<file path="src/rtl/crop_frame_writer.sv">
`default_nettype none
// ============================================================================
// Module   : crop_frame_writer
// Brief    : Extracts a clamped OUT_ROWS x OUT_COLS window from a raster-order
//            pixel stream, forwards it over AXI-Stream and tracks its peak.
// Revision : 1.0 - initial release
// ============================================================================
module crop_frame_writer #(
    parameter int PIXEL_BIT_WIDTH = 10,
    parameter int IN_ROWS         = 20,
    parameter int IN_COLS         = 20,
    parameter int OUT_ROWS        = 10,
    parameter int OUT_COLS        = 10
) (
    input  logic                                            clk,
    input  logic                                            srst,
    input  logic                                            ap_start,
    output logic                                            ap_done,
    output logic                                            ap_ready,
    output logic                                            ap_idle,
    input  logic [((IN_ROWS > 1) ? $clog2(IN_ROWS) : 1)-1:0] crop_row,
    input  logic [((IN_COLS > 1) ? $clog2(IN_COLS) : 1)-1:0] crop_col,
    input  logic                                            s_axis_tvalid,
    output logic                                            s_axis_tready,
    input  logic [PIXEL_BIT_WIDTH-1:0]                      s_axis_tdata,
    output logic                                            m_axis_tvalid,
    input  logic                                            m_axis_tready,
    output logic [PIXEL_BIT_WIDTH-1:0]                      m_axis_tdata,
    output logic [PIXEL_BIT_WIDTH-1:0]                      norm_denominator
);

    localparam int c_ROW_W = (IN_ROWS > 1) ? $clog2(IN_ROWS) : 1;
    localparam int c_COL_W = (IN_COLS > 1) ? $clog2(IN_COLS) : 1;

    localparam logic [c_ROW_W-1:0] c_MAX_CROP_ROW = c_ROW_W'(IN_ROWS - OUT_ROWS);
    localparam logic [c_COL_W-1:0] c_MAX_CROP_COL = c_COL_W'(IN_COLS - OUT_COLS);
    localparam logic [c_ROW_W-1:0] c_LAST_ROW     = c_ROW_W'(IN_ROWS - 1);
    localparam logic [c_COL_W-1:0] c_LAST_COL     = c_COL_W'(IN_COLS - 1);

    typedef enum logic [1:0] {
        S_IDLE   = 2'd0,
        S_STREAM = 2'd1,
        S_FLUSH  = 2'd2,
        S_DONE   = 2'd3
    } state_t;

    state_t                     r_state;
    logic [c_ROW_W-1:0]         r_crop_row;
    logic [c_COL_W-1:0]         r_crop_col;
    logic [c_ROW_W-1:0]         r_row;
    logic [c_COL_W-1:0]         r_col;
    logic [PIXEL_BIT_WIDTH-1:0] r_max;
    logic                       r_m_valid;
    logic [PIXEL_BIT_WIDTH-1:0] r_m_data;
    logic [PIXEL_BIT_WIDTH-1:0] r_norm;

    logic        w_tready;
    logic        w_accept;
    logic        w_last_beat;
    logic        w_in_win;
    logic [31:0] w_row32;
    logic [31:0] w_col32;
    logic [31:0] w_crop_row32;
    logic [31:0] w_crop_col32;

    // Window bounds are compared at 32 bits so crop+OUT-1 can never wrap.
    assign w_row32      = 32'(r_row);
    assign w_col32      = 32'(r_col);
    assign w_crop_row32 = 32'(r_crop_row);
    assign w_crop_col32 = 32'(r_crop_col);

    assign w_in_win = (w_row32 >= w_crop_row32) && (w_row32 < w_crop_row32 + 32'(OUT_ROWS)) &&
                      (w_col32 >= w_crop_col32) && (w_col32 < w_crop_col32 + 32'(OUT_COLS));

    assign w_tready    = (r_state == S_STREAM) && (!r_m_valid || m_axis_tready);
    assign w_accept    = s_axis_tvalid && w_tready;
    assign w_last_beat = (r_row == c_LAST_ROW) && (r_col == c_LAST_COL);

    assign s_axis_tready    = w_tready;
    assign m_axis_tvalid    = r_m_valid;
    assign m_axis_tdata     = r_m_data;
    assign norm_denominator = r_norm;
    assign ap_idle          = (r_state == S_IDLE);
    assign ap_ready         = (r_state == S_IDLE);
    assign ap_done          = (r_state == S_DONE);

    always_ff @(posedge clk) begin
        if (srst) begin
            r_state    <= S_IDLE;
            r_crop_row <= '0;
            r_crop_col <= '0;
            r_row      <= '0;
            r_col      <= '0;
            r_max      <= '0;
            r_m_valid  <= 1'b0;
            r_m_data   <= '0;
            r_norm     <= PIXEL_BIT_WIDTH'(1);
        end else begin
            case (r_state)
                S_IDLE: begin
                    if (ap_start) begin
                        r_crop_row <= (crop_row > c_MAX_CROP_ROW) ? c_MAX_CROP_ROW : crop_row;
                        r_crop_col <= (crop_col > c_MAX_CROP_COL) ? c_MAX_CROP_COL : crop_col;
                        r_row      <= '0;
                        r_col      <= '0;
                        r_max      <= '0;
                        r_state    <= S_STREAM;
                    end
                end
                S_STREAM: begin
                    if (w_accept) begin
                        if (r_col == c_LAST_COL) begin
                            r_col <= '0;
                            r_row <= r_row + 1'b1;
                        end else begin
                            r_col <= r_col + 1'b1;
                        end
                        if (w_last_beat) begin
                            r_state <= S_FLUSH;
                        end
                    end
                end
                S_FLUSH: begin
                    // Wait until the final cropped beat has left the output register.
                    if (!r_m_valid || m_axis_tready) begin
                        r_state <= S_DONE;
                    end
                end
                S_DONE: begin
                    r_norm  <= (r_max == '0) ? PIXEL_BIT_WIDTH'(1) : r_max;
                    r_state <= S_IDLE;
                end
                default: r_state <= S_IDLE;
            endcase

            if (w_accept && w_in_win) begin
                r_m_valid <= 1'b1;
                r_m_data  <= s_axis_tdata;
                if (s_axis_tdata > r_max) begin
                    r_max <= s_axis_tdata;
                end
            end else if (r_m_valid && m_axis_tready) begin
                r_m_valid <= 1'b0;
            end
        end
    end

endmodule
`default_nettype wire

</file>
<file path="config.mk">
export PLATFORM = sky130hd
export DESIGN_NAME = crop_frame_writer
export DESIGN_NICKNAME = d
export VERILOG_FILES = /design/src/rtl/crop_frame_writer.sv
export SDC_FILE = /design/constraint.sdc
export NUM_CORES = 1
export LEC_CHECK = 0
export ABC_AREA = 1
export ABC_CLOCK_PERIOD_IN_PS = 3670
export CORE_MARGIN = 2
export CORE_UTILIZATION = 30
export CTS_CLUSTER_SIZE = 28
export DETAILED_ROUTE_END_ITERATION = 16
export GPL_ROUTABILITY_DRIVEN = 0
export GPL_TIMING_DRIVEN = 0
export HOLD_SLACK_MARGIN = 0.15
export MAX_ROUTING_LAYER = met4
export PLACE_DENSITY = 0.61
export SLEW_MARGIN = 20
export SYNTH_ARGS = -nofsm -noshare
export SYNTH_HDL_FRONTEND = slang
export SYNTH_SLANG_ARGS = --single-unit
</file>
<file path="constraint.sdc">
create_clock -name clk -period 3.67 [get_ports clk]
set_clock_uncertainty 0.15 [all_clocks]
set_input_delay 0.734 -clock clk [delete_from_list [all_inputs] [get_ports clk]]
set_output_delay 0.734 -clock clk [all_outputs]
set_load 0.01 [all_outputs]
</file>
======== Word-level counts from Yosys, hierarchy flattened ========
Index checks and enable logic that the tools add are counted.
operators by class
  order comparisons ....................... 7
  muxes and demuxes ....................... 21
  equality and inequality tests ........... 10
  reduce and logical (&&, ||, !) cells .... 18
  add/sub/neg operators ................... 4
operators with widths
  operator               count
  $mux W10               5
  $mux W5                7
  $pmux W5 S2            2
  $add A5 B4 Y6 const B  2
  $lt A5 B6 Y1           2
  $add A5 B1 Y5 const B  2
  $eq A5 B5 Y1 const B   2
  $ge A5 B5 Y1           2
  $gt A10 B10 Y1         1
  $gt A5 B4 Y1 const B   2
  $logic_not A10 Y1      1
  $logic_and A1 B1 Y1    8
  $mux W2                4
  $ne A2 B2 Y1 const B   4
  $pmux W2 S4            1
  $reduce_and A4 Y1      2
  $eq A2 B2 Y1 const B   2
  $reduce_bool A2 Y1     2
  $reduce_and A3 Y1      1
  $eq A2 B1 Y1 const B   1
  $logic_not A2 Y1       1
  $mux W1                2
  $ne A2 B1 Y1 const B   1
  $reduce_and A2 Y1      1
  2 further kinds        2
storage, ports and cells
  register bits after elaboration ......... 53
  output and inout bits ................... 25
  logic and storage cells ................. 69

======== Logic depth before layout (Yosys ltp) ========
Gate-level depths: netlist of run 1.
  word-level depth ........................ 7
  depth in mapped cells ................... 15
  gate-level depth less buffers ........... 14

======== Worst setup path after synthesis of run 1 ========
No wires, ideal clock.
  path kind ............................... input to register
  start point ............................. in s_axis_tdata[9]
  end point ............................... reg r_max[0]
  stages on the path ...................... 11
  arrival time ............................ 1,891 ps
  buffers on the path ..................... 1
  library setup time ...................... 113 ps
  data required time ...................... 3,407 ps
  slack ................................... 1,517 ps
  path through ............................ ha_1 -> nand2_1 -> nor2_1 -> nand3_1 -> nand3_1 -> nand2_1 -> inv_1 -> nand2_4 -> buf_6 -> nor2_1 -> nor2_1
between the ends
  longest elaborated chain between the ends .. 3
ends and longest elaborated chain
  item                  RTL line  RTL
  start, declared       25        input logic [PIXEL_BIT_WIDTH-1:0] s_axis_tdata,
  $gt A10 B10 Y1        139       if (s_axis_tdata > r_max) begin
  $mux W10              139
  $mux W10              136       if (w_accept && w_in_win) begin
  end signal, assigned  140       r_max <= s_axis_tdata;
  end, declared         52        logic [PIXEL_BIT_WIDTH-1:0] r_max;
Every way passes these cells.
A chain may end at the register's enable or synchronous reset.

======== Worst setup path in the final report of run 1 ========
  start point ............................. in m_axis_tready
  end point ............................... out s_axis_tready
between the ends
  longest elaborated chain between the ends .. 2
ends and longest elaborated chain
  item                 RTL line  RTL
  start, declared      27        input logic m_axis_tready,
  $logic_or A1 B1 Y1   75        assign w_tready = (r_state == S_STREAM) && (!r_m_valid || m_axis_tready);
  $logic_and A1 B1 Y1  75
  end, declared        24        output logic s_axis_tready,
Every way passes these cells.

==> flow_summary.yaml, run 1 <==
setup_path:
  crit_path_cell_trace: "clkdlybuf4s50_1 > inv_1 > nand2_1 > inv_1 > nor2_1 > clkdlybuf4s50_1"
  slowest_stage: "clkdlybuf4s50_1"
  critPathBufInv: 4
  crit_type: "primary input to primary output"
  crit_required_ns: 2.79
  critPathArrivalTime_ns: 2.13
  worstPathMaxFanout: 3
  cp-end-kind: "primary output"
  critPathTopFamily: "buffers and inverters"
  startpoint_type: "primary input"
  critical_path.max_stage_delay_ns: 0.56
sta:
  fin_crit_ns: 3.019
  hold_ws_ns: 0.3226
  finalCritPeriodShare: 0.8225
  hold_viol: 0
  setup_viol: 0
  slew-limit-headroom: 0.6293
  fmax_mhz: 331.3
  fin_tns_setup_ns: 0
  worst_pin_slew_ns: 0.5561
  rsz0062_at_grt: "false"
  finalMaxSlewViolations: 0
placed_design:
  dp_hpwl_um: 5874
  io_buffers: 49
synthesis:
  synth_seq_cells: 53
  ys_warn_count: 0
  synth-seq-area-share: 0.3485
  synth_edf_count: 0
  synth_cell_types: 30
  synthFlopType: "dfxtp_1"
  syn_avg_cell_area_um2: 7.030
  synth_fp_nets: 494
  synth_top_cell_area_share: 0.3485
  syn_area_um2: 3044
  yosysMostFrequentCell: "nand2_1"
  synthArstFlopShare: 0
  synth_area_leader_cell: "dfxtp_1"
  synth_area_leaders: "dfxtp_1 (35%), nand2_1 (15%), ha_1 (15%), inv_1 (6.9%), a21oi_1 (6.7%)"
  synth_cells: 433
  synth_commonest_cells: "nand2_1 (121), inv_1 (56), dfxtp_1 (53)"
power_and_ir_drop:
  power.density_nw_per_um2: 454.2
  ir_drop_v: 0.0001974
  p_leak_nw: 1.705
clock_network:
  cts.sinks: 53
  cts_tree: "done"
  cts.repair.resized: 0
  h-tree-depth: 2
  cts_buffers: 5
  cts-root-buf: "clkbuf_8"
  clk_pin_slew_ns: 0.10
  ctsLongestPathBuffers: 2
  post_cts_buffers: 0
  hold_buffers: 0
  clk_latency_ns: 0.32
final_layout:
  syn_to_final_growth_pct: 24.37
  nNetsFinal: 550
  fillers: 1076
  antenna_cells: 0
  drive_gt1_frac: 0.04294
floorplanning:
  num_rows: 36
  dieArea_um2: 10970
  die_h_um: 104.7
  coreArea_um2: 9819
  die_w_um: 104.7
  io_pins: 50
  initial_core_util: 0.3100
min_path:
  hold_path.class: "register to register"
grt:
  grt_max_degree: 17
  grt.total_usage: 0.1474
  grt_antenna_before_repair: 0
  grt_pass1_wl_um: 12820
  grt_pass1_vias: 2818
  grt_overflow: 0
routing:
  first_pass_iters: 4
  drc: 0
  viasPerCell: 4.510
  drtIter0Drc: 79
  vias: 2805
  wl_per_cell_um: 12.13
  wl_um: 7542
  postRouteAntennaNets: 0
status:
  outcome: "finished clean"
run:
  drv_cap: 0
[registers in the layout (all words and copies together), names as in the netlist]
signal / count
m_axis_tvalid: 1
m_axis_tdata: 10
r_crop_row: 5
r_crop_col: 5
r_state: 2
r_row: 5
norm_denominator: 10
r_col: 5
r_max: 10
[area by class of cell]
| type | instances | area [um^2] | share of cell area |
|---|---|---|---|
| multi-input cells | 308 | 1692 | 0.4468 |
| flip-flops and latches | 53 | 1061 | 0.2802 |
| repair buffers | 49 | 490.5 | 0.1295 |
| inverters | 60 | 225.2 | 0.05948 |
| well taps | 133 | 166.4 | 0.04395 |
| clock buffers | 5 | 68.82 | 0.01818 |
| plain buffers | 12 | 66.31 | 0.01751 |
| clock inverters | 2 | 16.27 | 0.004296 |
[worst reg2reg max path: cells and delay by family, from the launching register on]
family                   cells  cell delay (ns)
XOR/XNOR                     1             0.18
AO/OA/AOI/OAI                1             0.15
AND/OR/NAND/NOR              7             0.70
adder cells (fa/ha/maj)      2             0.48
buffers and inverters        1             0.16
flip-flops                   1             0.42
[report_power, final]
group	internal, W	switching [W]	leakage (nW)	total [W]
Clock	0.000132	0.000202	0.0402	0.000334
Combinational	0.000284	0.000400	1.23	0.000683
Sequential	0.000648	0.0000550	0.430	0.000702
Total	0.00106	0.000657	1.70	0.00172
[worst paths after layout]
path | from | end | slack, ns | cells past startpoint
hold reg to reg | m_axis_tdata[2] | m_axis_tdata[2] | 0.32 | 2
setup reg to reg | r_crop_row[1] | r_max[0] | 1.33 | 12
hold / removal | m_axis_tdata[2] | m_axis_tdata[2] | 0.32 | 2
setup / recovery | m_axis_tready | s_axis_tready | 0.65 | 6
[layout by cell type (no fill, tap or decap)]
cell | netlist | final
nand2_1 | 121 | 121
inv_1 | 56 | 56
dfxtp_1 | 53 | 53
clkdlybuf4s50_1 | 0 | 49
a21oi_1 | 41 | 41
nor2_1 | 38 | 38
ha_1 | 36 | 36
o21ai_0 | 23 | 23
nand3_1 | 10 | 10
xor2_1 | 6 | 6
nand4_1 | 6 | 6
clkbuf_1 | 6 | 6
nor3_1 | 6 | 6
clkbuf_8 | 0 | 5
buf_4 | 3 | 3
o21ai_1 | 3 | 3
o21bai_1 | 2 | 2
and2_1 | 2 | 2
buf_2 | 2 | 2
clkinv_1 | 2 | 2
inv_2 | 2 | 2
nand2_2 | 2 | 2
a211oi_1 | 2 | 2
a211o_1 | 2 | 2
nor3b_1 | 2 | 2
nand3_2 | 1 | 1
nor2_4 | 1 | 1
nor4_1 | 1 | 1
o22ai_1 | 1 | 1
nand2_4 | 1 | 1
buf_6 | 1 | 1
nor2_2 | 1 | 1
clkinvlp_4 | 0 | 1
clkinv_4 | 0 | 1
[layer usage]
metal  vias to the layer above  track usage  part of all wire  routed length, um
met5                         -            -                 0                  0
met4                         0      0.04286             0.012                 89
met3                        12      0.02620             0.037                280
met2                        52       0.2542              0.47               3573
met1                      1245       0.1757              0.48               3598
li1                       1496            -                 -                  -
[through the flow]
step                cell area, um^2  total power [W]  setup WS [ns]  utilization  std cells
floorplan                      3044         0.001149          1.517            -        433
global placement               3701         0.001385         0.6706       0.3769        615
detailed placement             3701         0.001401         0.6673       0.3769        615
CTS                            3786         0.001736         0.6629       0.3856        622
global route                   3786         0.001861         0.5801       0.3856        622
finish                         3786         0.001720         0.6513       0.3856        622
[cells by family (layout without fill, tap and decap cells)]
| logic type | Yosys count | in the layout | share of synthesized area |
|---|---|---|---|
| adders and majority gates | 36 | 36 | 0.1480 |
| DFF | 53 | 53 | 0.3485 |
| buffers and inverters | 72 | 128 | 0.09577 |
| and+or+nand+nor | 192 | 192 | 0.2626 |
| xor gates and xnor gates | 6 | 6 | 0.01726 |
| AOI/OAI and AO/OA | 74 | 74 | 0.1278 |
(Power assumes the default switching activity.)
==> run 2, diff against run 1 <==
--- a/config.mk
+++ b/config.mk
@@ -6,7 +6,7 @@
 export NUM_CORES = 1
 export LEC_CHECK = 0
 export ABC_AREA = 1
-export ABC_CLOCK_PERIOD_IN_PS = 3670
+export ABC_CLOCK_PERIOD_IN_PS = 2600
 export CORE_MARGIN = 2
 export CORE_UTILIZATION = 30
 export CTS_CLUSTER_SIZE = 28
@@ -15,7 +15,7 @@
 export GPL_TIMING_DRIVEN = 0
 export HOLD_SLACK_MARGIN = 0.15
 export MAX_ROUTING_LAYER = met4
-export PLACE_DENSITY = 0.61
+export PLACE_DENSITY = 0.63
 export SLEW_MARGIN = 20
 export SYNTH_ARGS = -nofsm -noshare
 export SYNTH_HDL_FRONTEND = slang
==> constraint.sdc (replaced) <==
create_clock -name clk -period 2.6 [get_ports clk]
set_clock_uncertainty 0.15 [all_clocks]
set_input_delay 0.52 -clock clk [delete_from_list [all_inputs] [get_ports clk]]
set_output_delay 0.52 -clock clk [all_outputs]
set_load 0.01 [all_outputs]
==> flow_summary.yaml, run 2 (same netlist as run 1, synthesis figures left out) <==
clock_network:
  cts.repair.resized: 0
  clk_pin_slew_ns: 0.09
  hold_buffers: 0
  clk_latency_ns: 0.31
  post_cts_buffers: 0
  h-tree-depth: 2
  cts_buffers: 5
  cts.sinks: 53
  ctsLongestPathBuffers: 2
  cts-root-buf: "clkbuf_8"
  cts_tree: "done"
routing:
  drc: 0
  wl_per_cell_um: 11.95
  postRouteAntennaNets: 0
  first_pass_iters: 4
  drtIter0Drc: 89
  wl_um: 7436
  viasPerCell: 4.580
  vias: 2849
power_and_ir_drop:
  switching_power_w: 0.0009089
  swShare: 0.3778
  power.density_nw_per_um2: 635.1
  clockPowerShare: 0.192
  power_frac_comb: 0.395
  ir_drop_v: 0.0002704
  p_seq_frac: 0.413
  power_w: 0.002406
  p_leak_nw: 1.720
  p_int_w: 0.001497
sta:
  rsz0062_at_grt: "false"
  setup_viol: 0
  hold_viol: 0
  finalCritPeriodShare: 0.9048
  hold_ws_ns: 0.3179
  finalMaxSlewViolations: 0
  fmax_mhz: 425.1
  fin_crit_ns: 2.352
  slew-limit-headroom: 0.6200
  worst_pin_slew_ns: 0.5699
setup_path:
  cp-end-kind: "register"
  crit_required_ns: 2.64
  crit_type: "primary input to register"
  reg2reg_setup_slack_ns: 0.27
  r2r-start: "r_crop_row[1]"
  startpoint_type: "primary input"
  r2r-end: "r_max[8]"
  crit_start: "s_axis_tdata[9]"
  reg2reg_depth: 13
  crit_path_end: "r_max[8]"
  worstPathMaxFanout: 10
  critPathArrivalTime_ns: 2.40
final_layout:
  syn_to_final_growth_pct: 24.46
  nNetsFinal: 550
  final_cell_count_no_fill: 622
  multi_input_area_um2: 1692
  antenna_cells: 0
  layout_common_cells: "nand2_1 (121), inv_1 (56), dfxtp_1 (53)"
  fillers: 1070
  final_area_um2: 3789
  layout_commonest_cell: "nand2_1"
  regArea_um2: 1061
  drive_gt1_frac: 0.04294
min_path:
  hold_path.class: "register to register"
  hold_depth: 2
floorplanning:
  initial_core_util: 0.3100
  io_pins: 50
  die_h_um: 104.7
  coreArea_um2: 9819
  die_w_um: 104.7
  dieArea_um2: 10970
  num_rows: 36
run:
  drv_cap: 0
grt:
  grt_pass1_vias: 2799
  grt_overflow: 0
  grt_antenna_before_repair: 0
  grt_max_degree: 17
  grt_pass1_wl_um: 12500
  grt.total_usage: 0.1419
placed_design:
  dp_hpwl_um: 5820
  dp_cells: 615
  io_buffers: 49
  placed_area_um2: 3701
status:
  outcome: "finished clean"
[run 2: changes by cell type in the layout (fill, tap and decap cells not counted)]
| cell | delta |
|---|---|
| dlymetal6s2s_1 | +1 |
| clkdlybuf4s50_1 | -1 |
[run 2: metal layers]
layer | GRT usage | vias up | wire length, um
met4 | 0.04571 | 0 | 97
met1 | 0.1732 | 1288 | 3452
li1 | - | 1492 | -
met3 | 0.02870 | 10 | 350
met5 | - | - | 0
met2 | 0.2347 | 59 | 3535
[run 2: power groups by stage]
stage	logic, W	registers, W	clock network [W]
final	0.000951	0.000994	0.000461
after global placement	0.000939	0.00101	0
after detailed placement	0.000958	0.00101	0
after floorplan	0.000610	0.00101	0
after CTS	0.000963	0.000994	0.000482
after global routing	0.00109	0.00101	0.000509
[run 2: cell type report]
cell class / count / area share
plain buffers: 12 / 0.01750
clock buffers: 5 / 0.01816
clock inverters: 2 / 0.004293
inverters: 60 / 0.05945
multi-input cells: 308 / 0.4465
flip-flops and latches: 53 / 0.2801
well taps: 133 / 0.04392
repair buffers: 49 / 0.1301
[run 2: how the worst min path moves through the flow]
stage / to / from / slack, ns
2_1_floorplan: norm_denominator[2] / r_max[2] / 0.32
3_3_place_gp: m_axis_tdata[4] / m_axis_tdata[4] / 0.30
3_5_place_dp: m_axis_tdata[7] / m_axis_tdata[7] / 0.30
4_1_cts: m_axis_tdata[7] / m_axis_tdata[7] / 0.32
5_1_grt: m_axis_tdata[1] / m_axis_tdata[1] / 0.34
6_report: m_axis_tdata[7] / m_axis_tdata[7] / 0.32
[run 2: critical path, cell delays in order]
cell and delay (ns):
clkdlybuf4s50_1 0.48, ha_1 0.34, nand2_1 0.07, nor2_1 0.18, nand4_1 0.15, nand2_1 0.12
inv_1 0.08, nand2_4 0.13, buf_6 0.16, nand2_1 0.06, nand2_1 0.07, nor2_2 0.03
[run 2: per-stage QoR]
stage	setup slack, ns	utilization	TNS (ns)
global route	0.03780	0.3858	0
finish	0.2475	0.3858	0
floorplan	0.5624	-	0
CTS	0.01665	0.3856	0
detailed placement	-0.06537	0.3769	-0.4476
global placement	-0.04787	0.3769	-0.3650
